[src/rtl/lsu_pkg.sv]
// Shared definitions for the load/store unit handshake block:
// size encodings, FSM state type and the size-to-byte-count helper.
package lsu_pkg;

  localparam logic [1:0] SIZE_BYTE   = 2'd0;
  localparam logic [1:0] SIZE_HALF   = 2'd1;
  localparam logic [1:0] SIZE_WORD   = 2'd2;
  localparam logic [1:0] SIZE_DOUBLE = 2'd3;

  typedef enum logic [1:0] {
    IDLE     = 2'd0,
    MEM_REQ  = 2'd1,
    MEM_WAIT = 2'd2,
    RSP      = 2'd3
  } lsu_state_e;

  function automatic logic [3:0] size_bytes(input logic [1:0] size);
    return 4'd1 << size;
  endfunction

endpackage

[src/rtl/lsu_lane.sv]
// Combinational lane steering: byte enables, store data shift and
// load data extraction with sign/zero extension.
module lsu_lane
  import lsu_pkg::*;
#(
  parameter int DATA_WIDTH = 32
) (
  input  logic [1:0]                      size,
  input  logic                            is_unsigned,
  input  logic [$clog2(DATA_WIDTH/8)-1:0] offset,
  input  logic [DATA_WIDTH-1:0]           wdata,
  input  logic [DATA_WIDTH-1:0]           rdata,
  output logic [DATA_WIDTH/8-1:0]         be,
  output logic [DATA_WIDTH-1:0]           wdata_lane,
  output logic [DATA_WIDTH-1:0]           rdata_ext
);

  localparam int unsigned NB = DATA_WIDTH / 8;

  logic [3:0]            nbytes;
  logic [NB-1:0]         be_base;
  logic [DATA_WIDTH-1:0] keep;
  logic [DATA_WIDTH-1:0] rshift;
  logic                  sign;

  always_comb begin
    nbytes = size_bytes(size);
    // Clamp so an illegal double on a narrow bus never selects past the MSB.
    if (32'(nbytes) > NB) nbytes = 4'(NB);

    be_base = '0;
    for (int unsigned i = 0; i < NB; i++) begin
      if (i < 32'(nbytes)) be_base[i] = 1'b1;
    end

    keep = '0;
    for (int unsigned i = 0; i < DATA_WIDTH; i++) begin
      if (i < 32'(nbytes) * 8) keep[i] = 1'b1;
    end

    rshift = rdata >> {offset, 3'b000};

    sign = 1'b0;
    for (int unsigned i = 0; i < DATA_WIDTH; i++) begin
      if (i == 32'(nbytes) * 8 - 1) sign = rshift[i];
    end

    be         = be_base << offset;
    wdata_lane = wdata << {offset, 3'b000};
    rdata_ext  = (rshift & keep) | ((sign & ~is_unsigned) ? ~keep : '0);
  end

endmodule

[src/rtl/lsu_hs.sv]
// Single-outstanding load/store unit: request capture, memory handshake,
// response hold. Lane steering lives in lsu_lane.
module lsu_hs
  import lsu_pkg::*;
#(
  parameter int ADDR_WIDTH = 12,
  parameter int DATA_WIDTH = 32
) (
  input  logic                      clk_i,
  input  logic                      rst_i,
  input  logic                      req_valid_i,
  output logic                      req_ready_o,
  input  logic                      req_we_i,
  input  logic [1:0]                req_size_i,
  input  logic                      req_unsigned_i,
  input  logic [ADDR_WIDTH-1:0]     req_addr_i,
  input  logic [DATA_WIDTH-1:0]     req_wdata_i,
  output logic                      rsp_valid_o,
  input  logic                      rsp_ready_i,
  output logic [DATA_WIDTH-1:0]     rsp_rdata_o,
  output logic                      rsp_err_o,
  output logic                      mem_req_o,
  input  logic                      mem_gnt_i,
  output logic                      mem_we_o,
  output logic [DATA_WIDTH/8-1:0]   mem_be_o,
  output logic [ADDR_WIDTH-1:0]     mem_addr_o,
  output logic [DATA_WIDTH-1:0]     mem_wdata_o,
  input  logic                      mem_rvalid_i,
  input  logic [DATA_WIDTH-1:0]     mem_rdata_i
);

  localparam int unsigned NB = DATA_WIDTH / 8;
  localparam int unsigned OW = $clog2(NB);

  lsu_state_e state, state_nxt;

  logic                  we_q;
  logic                  uns_q;
  logic                  err_q;
  logic [1:0]            size_q;
  logic [ADDR_WIDTH-1:0] addr_q;
  logic [DATA_WIDTH-1:0] wdata_q;
  logic [DATA_WIDTH-1:0] rdata_q;

  logic [OW-1:0]         req_off;
  logic [OW-1:0]         align_mask;
  logic                  req_err;
  logic                  accept;
  logic                  in_req;
  logic                  in_rsp;

  logic [NB-1:0]         lane_be;
  logic [DATA_WIDTH-1:0] lane_wdata;
  logic [DATA_WIDTH-1:0] lane_rdata;

  always_comb begin
    req_off    = req_addr_i[OW-1:0];
    align_mask = OW'(size_bytes(req_size_i) - 4'd1);
    req_err    = ((req_off & align_mask) != '0) || (32'(size_bytes(req_size_i)) > NB);
  end

  assign accept = (state == IDLE) && req_valid_i;

  always_comb begin
    state_nxt = state;
    case (state)
      IDLE:     if (req_valid_i)  state_nxt = req_err ? RSP : MEM_REQ;
      MEM_REQ:  if (mem_gnt_i)    state_nxt = we_q ? RSP : MEM_WAIT;
      MEM_WAIT: if (mem_rvalid_i) state_nxt = RSP;
      RSP:      if (rsp_ready_i)  state_nxt = IDLE;
      default:                    state_nxt = IDLE;
    endcase
  end

  always_ff @(posedge clk_i) begin
    if (rst_i) begin
      state   <= IDLE;
      we_q    <= 1'b0;
      uns_q   <= 1'b0;
      err_q   <= 1'b0;
      size_q  <= '0;
      addr_q  <= '0;
      wdata_q <= '0;
      rdata_q <= '0;
    end else begin
      state <= state_nxt;
      if (accept) begin
        we_q    <= req_we_i;
        uns_q   <= req_unsigned_i;
        err_q   <= req_err;
        size_q  <= req_size_i;
        addr_q  <= req_addr_i;
        wdata_q <= req_wdata_i;
        rdata_q <= '0;
      end
      if (state == MEM_WAIT && mem_rvalid_i) rdata_q <= lane_rdata;
    end
  end

  lsu_lane #(
    .DATA_WIDTH (DATA_WIDTH)
  ) u_lane (
    .size        (size_q),
    .is_unsigned (uns_q),
    .offset      (addr_q[OW-1:0]),
    .wdata       (wdata_q),
    .rdata       (mem_rdata_i),
    .be          (lane_be),
    .wdata_lane  (lane_wdata),
    .rdata_ext   (lane_rdata)
  );

  assign in_req = (state == MEM_REQ);
  assign in_rsp = (state == RSP);

  // Outputs are gated by state so idle/reset values are zero regardless of
  // what the capture registers last held.
  assign req_ready_o = (state == IDLE);
  assign rsp_valid_o = in_rsp;
  assign rsp_err_o   = in_rsp & err_q;
  assign rsp_rdata_o = in_rsp ? rdata_q : '0;
  assign mem_req_o   = in_req;
  assign mem_we_o    = in_req & we_q;
  assign mem_be_o    = in_req ? lane_be : '0;
  assign mem_addr_o  = in_req ? {addr_q[ADDR_WIDTH-1:OW], {OW{1'b0}}} : '0;
  assign mem_wdata_o = in_req ? lane_wdata : '0;

endmodule
[config.mk]
export PLATFORM = sky130hd
export DESIGN_NAME = lsu_hs
export DESIGN_NICKNAME = d
export VERILOG_FILES = /design/src/rtl/lsu_pkg.sv /design/src/rtl/lsu_lane.sv /design/src/rtl/lsu_hs.sv
export SDC_FILE = /design/constraint.sdc
export NUM_CORES = 1
export LEC_CHECK = 0
export ABC_AREA = 1
export BUFFER_PORTS_ARGS = -buffer_cell sky130_fd_sc_hd__buf_2
export CAP_MARGIN = 20
export CORE_MARGIN = 5
export CORE_UTILIZATION = 51
export CTS_CLUSTER_DIAMETER = 30
export DETAILED_ROUTE_END_ITERATION = 8
export MAX_ROUTING_LAYER = met4
export PLACE_DENSITY = 0.81
export SYNTH_ARGS = -nofsm -noshare
export SYNTH_HDL_FRONTEND = slang
export SYNTH_HIERARCHICAL = 1
export SYNTH_SLANG_ARGS = --single-unit
[constraint.sdc]
create_clock -name clk_i -period 3 [get_ports clk_i]
set_input_delay 0.15 -clock clk_i [delete_from_list [all_inputs] [get_ports clk_i]]
set_output_delay 0.15 -clock clk_i [all_outputs]
set_load 0.005 [all_outputs]
==> run_results.csv, run 1 <==
group,metric,value,unit
final_layout,multi_input_area,2669,sq um
final_layout,fillers,1038,
yosys,async_flop_share,0,
floorplan,initial_utilization,0.5241,
clock_tree,root_buffer,"clkbuf_8",
placement,io_buffers,168,
yosys,syn_avg_cell_area,6.048,sq um
critical_path,crit_type,"reg2out",
worst_hold_path,hp-class,"in2reg",
clock_tree,htreeDepth,3,
floorplan,dieHeight,110.2,um
sta,fin_tns_setup,0,ps
critical_path,worstReg2RegStart,"size_q[1]$_SDFFE_PP0P_",
floorplan,num_rows,36,
clock_tree,cts.sink_count,83,
route,antenna_left,0,
sta,grt_setup_unrepaired,"no",
clock_tree,numCtsBuffers,9,
sta,hold_viol,0,
clock_tree,clk_latency,350,ps
floorplan,io_pins,171,
yosys,ys.flop_type,"dfxtp_1",
yosys,seq_area_frac_synth,0.3244,
sta,max_freq,378.8,MHz
final_layout,syn_to_final_growth,18.93,%
floorplan,die_w,110.2,um
clock_tree,cts-hold-fix-buffers,0,
clock_tree,postCtsSetupRepairBufs,0,
final_layout,seqCellArea,1662,sq um
placement,dp_hpwl,11250,um
route,via_per_inst,5.096,
final_layout,drive_gt1_frac,0.2157,
route,drt_first_pass_iters,7,
critical_path,crit_path_start,"addr_q[0]$_SDFFE_PP0P_",
route,wl_per_cell,13.88,um
clock_tree,clk_path_buf_depth,2,
grt,grt_pass1_vias,4991,
floorplan,die_area,12150,sq um
grt,grt.total_usage,0.2649,
critical_path,crit_required,2850,ps
sta,period_share,0.8799,
power_and_ir_drop,ir_drop,0.0005808,V
sta,slew_headroom,0.5346,
critical_path,critPathCaptureType,"output pin",
route,first_iter_violations,616,
yosys,synth_edf_count,0,
worst_hold_path,hp-start,"req_wdata_i[25]",
route,drcViolationCount,0,
placement,gp_congestion,0.9551,
job,maxCapViolCount,0,
critical_path,cp_max_fo,21,
clock_tree,clkTransAtPathRegs,90,ps
route,routed_wl,15490,um
power_and_ir_drop,power_density,792.7,nW/um^2
route,vias,5687,
clock_tree,cts_tree,"built",
sta,setup_viol,0,
critical_path,crit_arrival,2490,ps
sta,skew,8.104,ps
critical_path,worstSetupStartpointType,"flop",
clock_tree,cts_resized,0,
final_layout,antenna_cells,0,
grt,grt_max_degree,54,
grt,grt.overflow.total,0,
grt,antenna_found_initial,0,
yosys,ys_ff_latch,83,
yosys,synthCells,847,
power_and_ir_drop,leakage,3.561,nW
sta,period_minus_slack,2640,ps
power_and_ir_drop,p_total,4.829,mW
grt,grt_pass1_wl,24910,um
yosys,synth_area,5122,sq um
sta,tightest_slew,697.3,ps
final_layout,num-nets-final,1070,
floorplan,core_area,9774,sq um
yosys,ys_types,28,
outcome,outcome,"finished clean",
yosys,ys_warn_count,6,
sta,slew_violations,0,
kinds of logic after synthesis:
| family | share of synthesized area |
|---|---|
| simple gates | 0.3608 |
| buf+inv | 0.1553 |
| compound gates | 0.1441 |
| flops | 0.3244 |
| fa+ha+maj | 0.01466 |
| other cells | 0.0007321 |
final cells by class:
class                   count  share of cell area
clock buffers               9             0.02033
flip-flops and latches     83              0.2727
inverters                 123             0.07620
multi-input cells         584              0.4381
clock inverters             7             0.01623
repair buffers            177              0.1491
well taps                 133             0.02732
power by group:
part | internal (mW) | switching, mW | leakage [nW]
sequential | 1.36 | 0.205 | 0.681
clock | 0.477 | 0.436 | 0.111
combinational | 0.763 | 1.59 | 2.77
total | 2.60 | 2.23 | 3.56
final timing paths:
| kind | to | slack (ps) | depth (start not counted) |
|---|---|---|---|
| worst max-delay path | mem_wdata_o[26] | 360 | 8 |
| worst min-delay path | wdata_q[25]$_SDFFE_PP0P_ | 40 | 3 |
| worst max register to register | rdata_q[0]$_SDFFE_PP0P_ | 690 | 13 |
| worst min register to register | rdata_q[19]$_SDFFE_PP0P_ | 490 | 2 |
state kept, by name, summed over array words and instances, names as in the netlist:
signal,cells
addr_q,12
err_q,1
rdata_q,32
size_q,2
state,2
uns_q,1
wdata_q,32
we_q,1
worst max-delay path: stages (launching register included):
cell	delay, ps
dfxtp_1	720
buf_4	340
nand2_2	240
inv_2	360
a22oi_1	110
o21ai_0	100
nand2_1	70
inv_1	80
buf_2	110
per-layer routing:
| metal | routed length (um) | up-vias | global-route usage |
|---|---|---|---|
| met1 | 6985 | 2526 | 0.3776 |
| li1 | - | 2893 | - |
| met3 | 1278 | 24 | 0.03844 |
| met2 | 6964 | 244 | 0.3947 |
| met4 | 261 | 0 | 0.06860 |
| met5 | 0 | - | - |
placed cells by master (no fill, tap or decap):
master	Yosys	layout
nand2_4	2	2
bufinv_16	0	2
clkinv_2	0	1
inv_2	5	5
nor2_1	129	129
a21oi_1	34	34
conb_1	1	2
nor2_2	2	2
ha_1	6	6
inv_6	0	3
dfxtp_1	83	83
buf_2	26	168
clkinv_1	1	1
nand3_1	84	84
inv_4	1	1
clkbuf_8	0	9
nand3_4	1	1
nand2_2	4	4
nor2_8	1	1
clkinvlp_4	0	1
and2_1	1	1
o21ai_0	76	76
inv_1	116	116
nor2_4	2	2
buf_4	14	9
nand2_1	215	215
a22oi_1	9	9
o221ai_1	6	6
o211ai_1	9	9
nand3_2	1	1
Yosys cell counts (9+ instances only):
library cell / number / area (sq um)
a21oi_1: 34 / 170.2
a22oi_1: 9 / 67.56
buf_2: 26 / 130.1
buf_4: 14 / 105.1
clkbuf_1: 10 / 37.54
dfxtp_1: 83 / 1662
inv_1: 116 / 435.4
nand2_1: 215 / 807.0
nand3_1: 84 / 420.4
nor2_1: 129 / 484.2
o211ai_1: 9 / 67.56
o21ai_0: 76 / 380.4
per-stage QoR:
step / setup slack [ps] / util / std cells / hold slack (ps) / instance area, sq um
global placement: 737.7 / 0.6005 / 1100 / 399.8 / 5869
floorplan: 940.6 / - / 848 / 314.3 / 5126
finish: 360.4 / 0.6233 / 1116 / 42.54 / 6092
CTS: 393.0 / 0.6233 / 1116 / 41.96 / 6092
global route: 149.0 / 0.6233 / 1116 / 42.03 / 6092
detailed placement: 739.4 / 0.6005 / 1100 / 406.2 / 5869
(Power assumes the default switching activity.)
==> run 2, diff against run 1 <==
clock period = 2.57 ns   (was 3 ns; I/O delays follow)
==> run 2 against run 1 <==
Net effect:
- setup slack got worse by 110 ps
- final cell count increased by 0.18%
- count of clock-buffer cells in the layout unchanged
- sequential share of layout area increased by 0.12 points
- via count increased by 1.4%
- clock skew increased by 4.1 ps
- critical endpoint is now mem_wdata_o[24]
- highest routed layer unchanged
==> run_results.csv, run 2 (synthesized netlist as in run 1, its figures left out) <==
group,metric,value,unit
grt,grt.total_usage,0.2603,
placement,gp_congestion,0.9619,
final_layout,fin_area,6065,sq um
critical_path,ff2ff_setup_slack,450,ps
critical_path,critPathCaptureType,"output pin",
floorplan,io_pins,171,
sta,slew_violations,0,
critical_path,crit_required,2440,ps
sta,grt_setup_unrepaired,"no",
sta,fin_tns_setup,0,ps
placement,io_buffers,168,
sta,setup_viol,0,
power_and_ir_drop,ir_drop,0.0005870,V
worst_hold_path,hp-start,"req_wdata_i[25]",
clock_tree,clkTransAtPathRegs,100,ps
critical_path,r2r_end,"rdata_q[4]$_SDFFE_PP0P_",
final_layout,antenna_cells,0,
worst_hold_path,min_to,"wdata_q[25]$_SDFFE_PP0P_",
clock_tree,cts.sink_count,83,
job,maxCapViolCount,0,
floorplan,dieHeight,110.2,um
route,first_iter_violations,635,
final_layout,final_cell_mix,"nand2_1, buf_2, nor2_1",
clock_tree,root_buffer,"clkbuf_8",
route,drcViolationCount,0,
critical_path,cp_max_fo,40,
placement,dp_hpwl,11270,um
grt,grt_max_degree,54,
critical_path,reg2reg_depth,12,
floorplan,die_w,110.2,um
final_layout,num-nets-final,1072,
sta,period_share,0.9020,
sta,slew_headroom,0.5555,
route,antenna_left,0,
critical_path,worstSetupStartpointType,"flop",
grt,grt.overflow.total,0,
grt,antenna_found_initial,0,
route,vias,5766,
route,drt_first_pass_iters,5,
clock_tree,postCtsSetupRepairBufs,0,
floorplan,die_area,12150,sq um
clock_tree,clk_path_buf_depth,2,
floorplan,core_area,9774,sq um
route,routed_wl,15410,um
critical_path,crit_type,"reg2out",
final_layout,drive_gt1_frac,0.2173,
critical_path,crit_arrival,2190,ps
floorplan,initial_utilization,0.5241,
clock_tree,clk_latency,350,ps
floorplan,num_rows,36,
sta,hold_viol,0,
clock_tree,htreeDepth,3,
sta,tightest_slew,665.8,ps
sta,period_minus_slack,2318,ps
grt,grt_pass1_vias,5151,
final_layout,final_util,0.6205,
route,via_per_inst,5.157,
critical_path,worstReg2RegStart,"size_q[1]$_SDFFE_PP0P_",
outcome,outcome,"finished clean",
final_layout,reg_top3,"rdata_q x32, wdata_q x32, addr_q x12",
power_and_ir_drop,leakage,3.557,nW
grt,grt_pass1_wl,24550,um
clock_tree,numCtsBuffers,9,
worst_hold_path,min_path_cells,3,
route,wl_per_cell,13.78,um
worst_hold_path,hp-class,"in2reg",
final_layout,syn_to_final_growth,18.39,%
clock_tree,cts-hold-fix-buffers,0,
clock_tree,cts_tree,"built",
final_layout,layout_commonest_cell,"nand2_1",
final_layout,fillers,986,
sta,skew,12.18,ps
sta,max_freq,431.4,MHz
power_and_ir_drop,power_density,904.1,nW/um^2
placement,place_area,5884,sq um
clock_tree,cts_resized,0,
run 2: cell count changes in the layout (fill, tap and decap cells not counted):
| cell | delta |
|---|---|
| buf_4 | +2 |
| bufinv_16 | -2 |
| clkinv_2 | +1 |
| clkinvlp_4 | -1 |
| inv_6 | +1 |
| inv_8 | +1 |
run 2: power by group:
part	switching (mW)	internal, mW
logic	1.89	0.901
clock network	0.526	0.369
registers	0.212	1.59
total	2.62	2.86
run 2: how the worst max path moves through the flow:
| stage | start | endpoint | slack (ps) | cells past startpoint |
|---|---|---|---|---|
| after floorplan | size_q[1]$_SDFFE_PP0P_ | rdata_q[23]$_SDFFE_PP0P_ | 510 | 13 |
| after global placement | size_q[1]$_SDFFE_PP0P_ | rdata_q[0]$_SDFFE_PP0P_ | 560 | 12 |
| after detailed placement | size_q[1]$_SDFFE_PP0P_ | rdata_q[0]$_SDFFE_PP0P_ | 490 | 12 |
| after CTS | addr_q[0]$_SDFFE_PP0P_ | mem_wdata_o[24] | 280 | 8 |
| after global routing | addr_q[0]$_SDFFE_PP0P_ | mem_wdata_o[24] | 110 | 8 |
| final | addr_q[0]$_SDFFE_PP0P_ | mem_wdata_o[24] | 250 | 8 |
run 2: routing by layer:
| layer | GRT usage | part of all wire |
|---|---|---|
| met5 | - | 0 |
| met4 | 0.1038 | 0.029 |
| met3 | 0.04019 | 0.097 |
| met2 | 0.3921 | 0.45 |
| met1 | 0.3508 | 0.43 |
run 2: per-stage QoR:
step	cells	setup slack [ps]	hold slack [ps]	total power, mW
floorplan	848	510.6	292.8	3.938
global placement	1102	560.5	375.7	4.526
finish	1118	251.8	22.04	5.483
global route	1118	114.6	24.97	5.969
CTS	1118	281.9	9.114	5.471
detailed placement	1102	485.5	386.9	4.579
run 2: cell type report:
class | instances | area, sq um | area share
multi-input combinational | 584 | 2669 | 0.4401
sequential | 83 | 1662 | 0.2740
timing repair buffer | 179 | 923.4 | 0.1523
inverter | 123 | 464.2 | 0.07654
tap | 133 | 166.4 | 0.02744
clock buffer | 9 | 123.9 | 0.02043
clock inverter | 7 | 56.30 | 0.009284
run 2: critical path, stage by stage (launching register included):
cell,delay (ps)
dfxtp_1,320
buf_4,380
nand2_2,290
inv_2,340
a22oi_1,130
o21ai_0,100
nand2_1,100
inv_1,70
buf_2,100
==> run 3, diff against run 2 <==
CORE_UTILIZATION = 55   (was 51)
PLACE_DENSITY = 0.86   (was 0.81)
clock period = 2.85 ns   (was 2.57 ns; I/O delays follow)
==> run 3 against run 2 <==
Net effect:
- setup slack better by 18 ps
- largest power group unchanged
- highest routed layer unchanged
- count of clock-buffer cells in the layout rose by 1
- core utilization grew 4.9 points
- critical endpoint is now mem_be_o[3]
- largest cell class unchanged
==> run_results.csv, run 3 (synthesized netlist as in run 1, its figures left out) <==
group,metric,value,unit
outcome,outcome,"finished clean",
placement,dp_hpwl,11010,um
sta,whs,27.80,ps
floorplan,die_area,11340,sq um
clock_tree,postCtsSetupRepairBufs,0,
final_layout,fin_area,6126,sq um
power_and_ir_drop,power.share.clock,0.217,
sta,period_share,0.9052,
power_and_ir_drop,combinationalPowerShare,0.472,
critical_path,crit_required,2710,ps
sta,skew,5.465,ps
grt,grt_pass1_vias,5203,
route,drcViolationCount,0,
route,wl_per_cell,13.97,um
sta,max_freq,387.6,MHz
sta,grt_setup_unrepaired,"no",
placement,io_buffers,168,
floorplan,io_pins,171,
clock_tree,clkTransAtPathRegs,80,ps
floorplan,die_w,106.5,um
critical_path,crit_type,"reg2out",
route,top_layer,"met4",
sta,hold_viol,0,
route,met2_length,6994,um
route,drt_first_pass_iters,5,
clock_tree,clk_latency,360,ps
power_and_ir_drop,p_switching,2.337,mW
placement,dp.cells,1079,
final_layout,reg_top3,"rdata_q x32, wdata_q x32, addr_q x12",
power_and_ir_drop,power_frac_seq,0.311,
power_and_ir_drop,ir_drop,0.0007368,V
grt,grt.total_usage,0.2722,
critical_path,critPathCaptureType,"output pin",
clock_tree,cts.sink_count,83,
sta,setup_viol,0,
route,antenna_left,0,
critical_path,cp_max_fo,9,
route,via_per_inst,5.236,
critical_path,crit_arrival,2440,ps
final_layout,instances_no_fill,1095,
final_layout,layout_commonest_cell,"nand2_1",
power_and_ir_drop,p_total,5.271,mW
grt,grt.overflow.total,0,
final_layout,num-nets-final,1071,
placement,dp_slack,460.6,ps
final_layout,multi_input_area,2671,sq um
final_layout,final_cell_mix,"nand2_1, buf_2, nor2_1",
sta,tightest_slew,664.1,ps
clock_tree,clk_path_buf_depth,2,
floorplan,dieHeight,106.5,um
floorplan,initial_utilization,0.5597,
grt,grt_max_degree,56,
final_layout,drive_gt1_frac,0.2175,
clock_tree,cts-hold-fix-buffers,0,
placement,gp_congestion,0.9952,
worst_hold_path,hp-class,"in2reg",
route,vias,5733,
clock_tree,htreeDepth,3,
final_layout,final_util,0.6693,
floorplan,core_area,9153,sq um
grt,grt_pass1_wl,24450,um
clock_tree,cts_tree,"built",
sta,slew_headroom,0.5572,
clock_tree,numCtsBuffers,9,
power_and_ir_drop,leakage,3.586,nW
job,maxCapViolCount,0,
route,wl_met3,1193,um
sta,slew_violations,0,
power_and_ir_drop,p_int,2.934,mW
critical_path,worstSetupStartpointType,"flop",
route,first_iter_violations,551,
final_layout,fillers,889,
power_and_ir_drop,power_density,860.4,nW/um^2
sta,fin_ws,270.3,ps
grt,antenna_found_initial,0,
clock_tree,cts_resized,0,
placement,place_area,5852,sq um
final_layout,antenna_cells,0,
route,wl_met1,6861,um
clock_tree,root_buffer,"clkbuf_8",
final_layout,seqCellArea,1662,sq um
sta,period_minus_slack,2580,ps
worst_hold_path,min_path_cells,3,
power_and_ir_drop,sw_frac_of_total,0.4434,
route,routed_wl,15290,um
floorplan,num_rows,35,
final_layout,syn_to_final_growth,19.59,%
critical_path,reg2reg_depth,12,
sta,fin_tns_setup,0,ps
## run 3: changes by cell type in the layout (fill, tap and decap cells not counted), sizes merged
cell,delta
bufinv,+4
inv,-5
clkinvlp,+1
clkinv,-1
buf,-1
clkbuf,+1
## run 3: area by class of cell
cell class,instances,share of cell area
tap,111,0.02267
multi-input combinational,584,0.4361
timing repair buffer,178,0.1495
inverter,123,0.07578
clock buffer,10,0.02247
sequential,83,0.2712
clock inverter,6,0.02226
## run 3: power groups by stage
stage	registers, mW	logic [mW]	clock network (mW)
after global routing	1.68	2.80	1.20
after detailed placement	1.66	2.44	0
after floorplan	1.59	1.96	0
after global placement	1.65	2.40	0
final	1.64	2.49	1.14
after CTS	1.63	2.45	1.16
## run 3: critical path: stages, from the launching register on
cell	delay [ps]
dfxtp_1	360
nor2_1	340
clkinv_1	350
ha_1	280
nand2_1	130
o21ai_0	120
o21ai_0	240
nand2_1	80
inv_1	70
buf_2	110
## run 3: layer usage
metal | up-vias | global-route usage
met5 | - | -
met4 | 0 | 0.07763
met3 | 23 | 0.04797
met2 | 242 | 0.4290
met1 | 2568 | 0.3609
li1 | 2900 | -
## run 3: worst paths after layout
kind,start,end,slack (ps)
worst min-delay path,req_wdata_i[30],wdata_q[30]$_SDFFE_PP0P_,30
worst max-delay path,size_q[1]$_SDFFE_PP0P_,mem_be_o[3],270
worst min register to register,rdata_q[1]$_SDFFE_PP0P_,rdata_q[1]$_SDFFE_PP0P_,490
worst max register to register,size_q[1]$_SDFFE_PP0P_,rdata_q[0]$_SDFFE_PP0P_,380
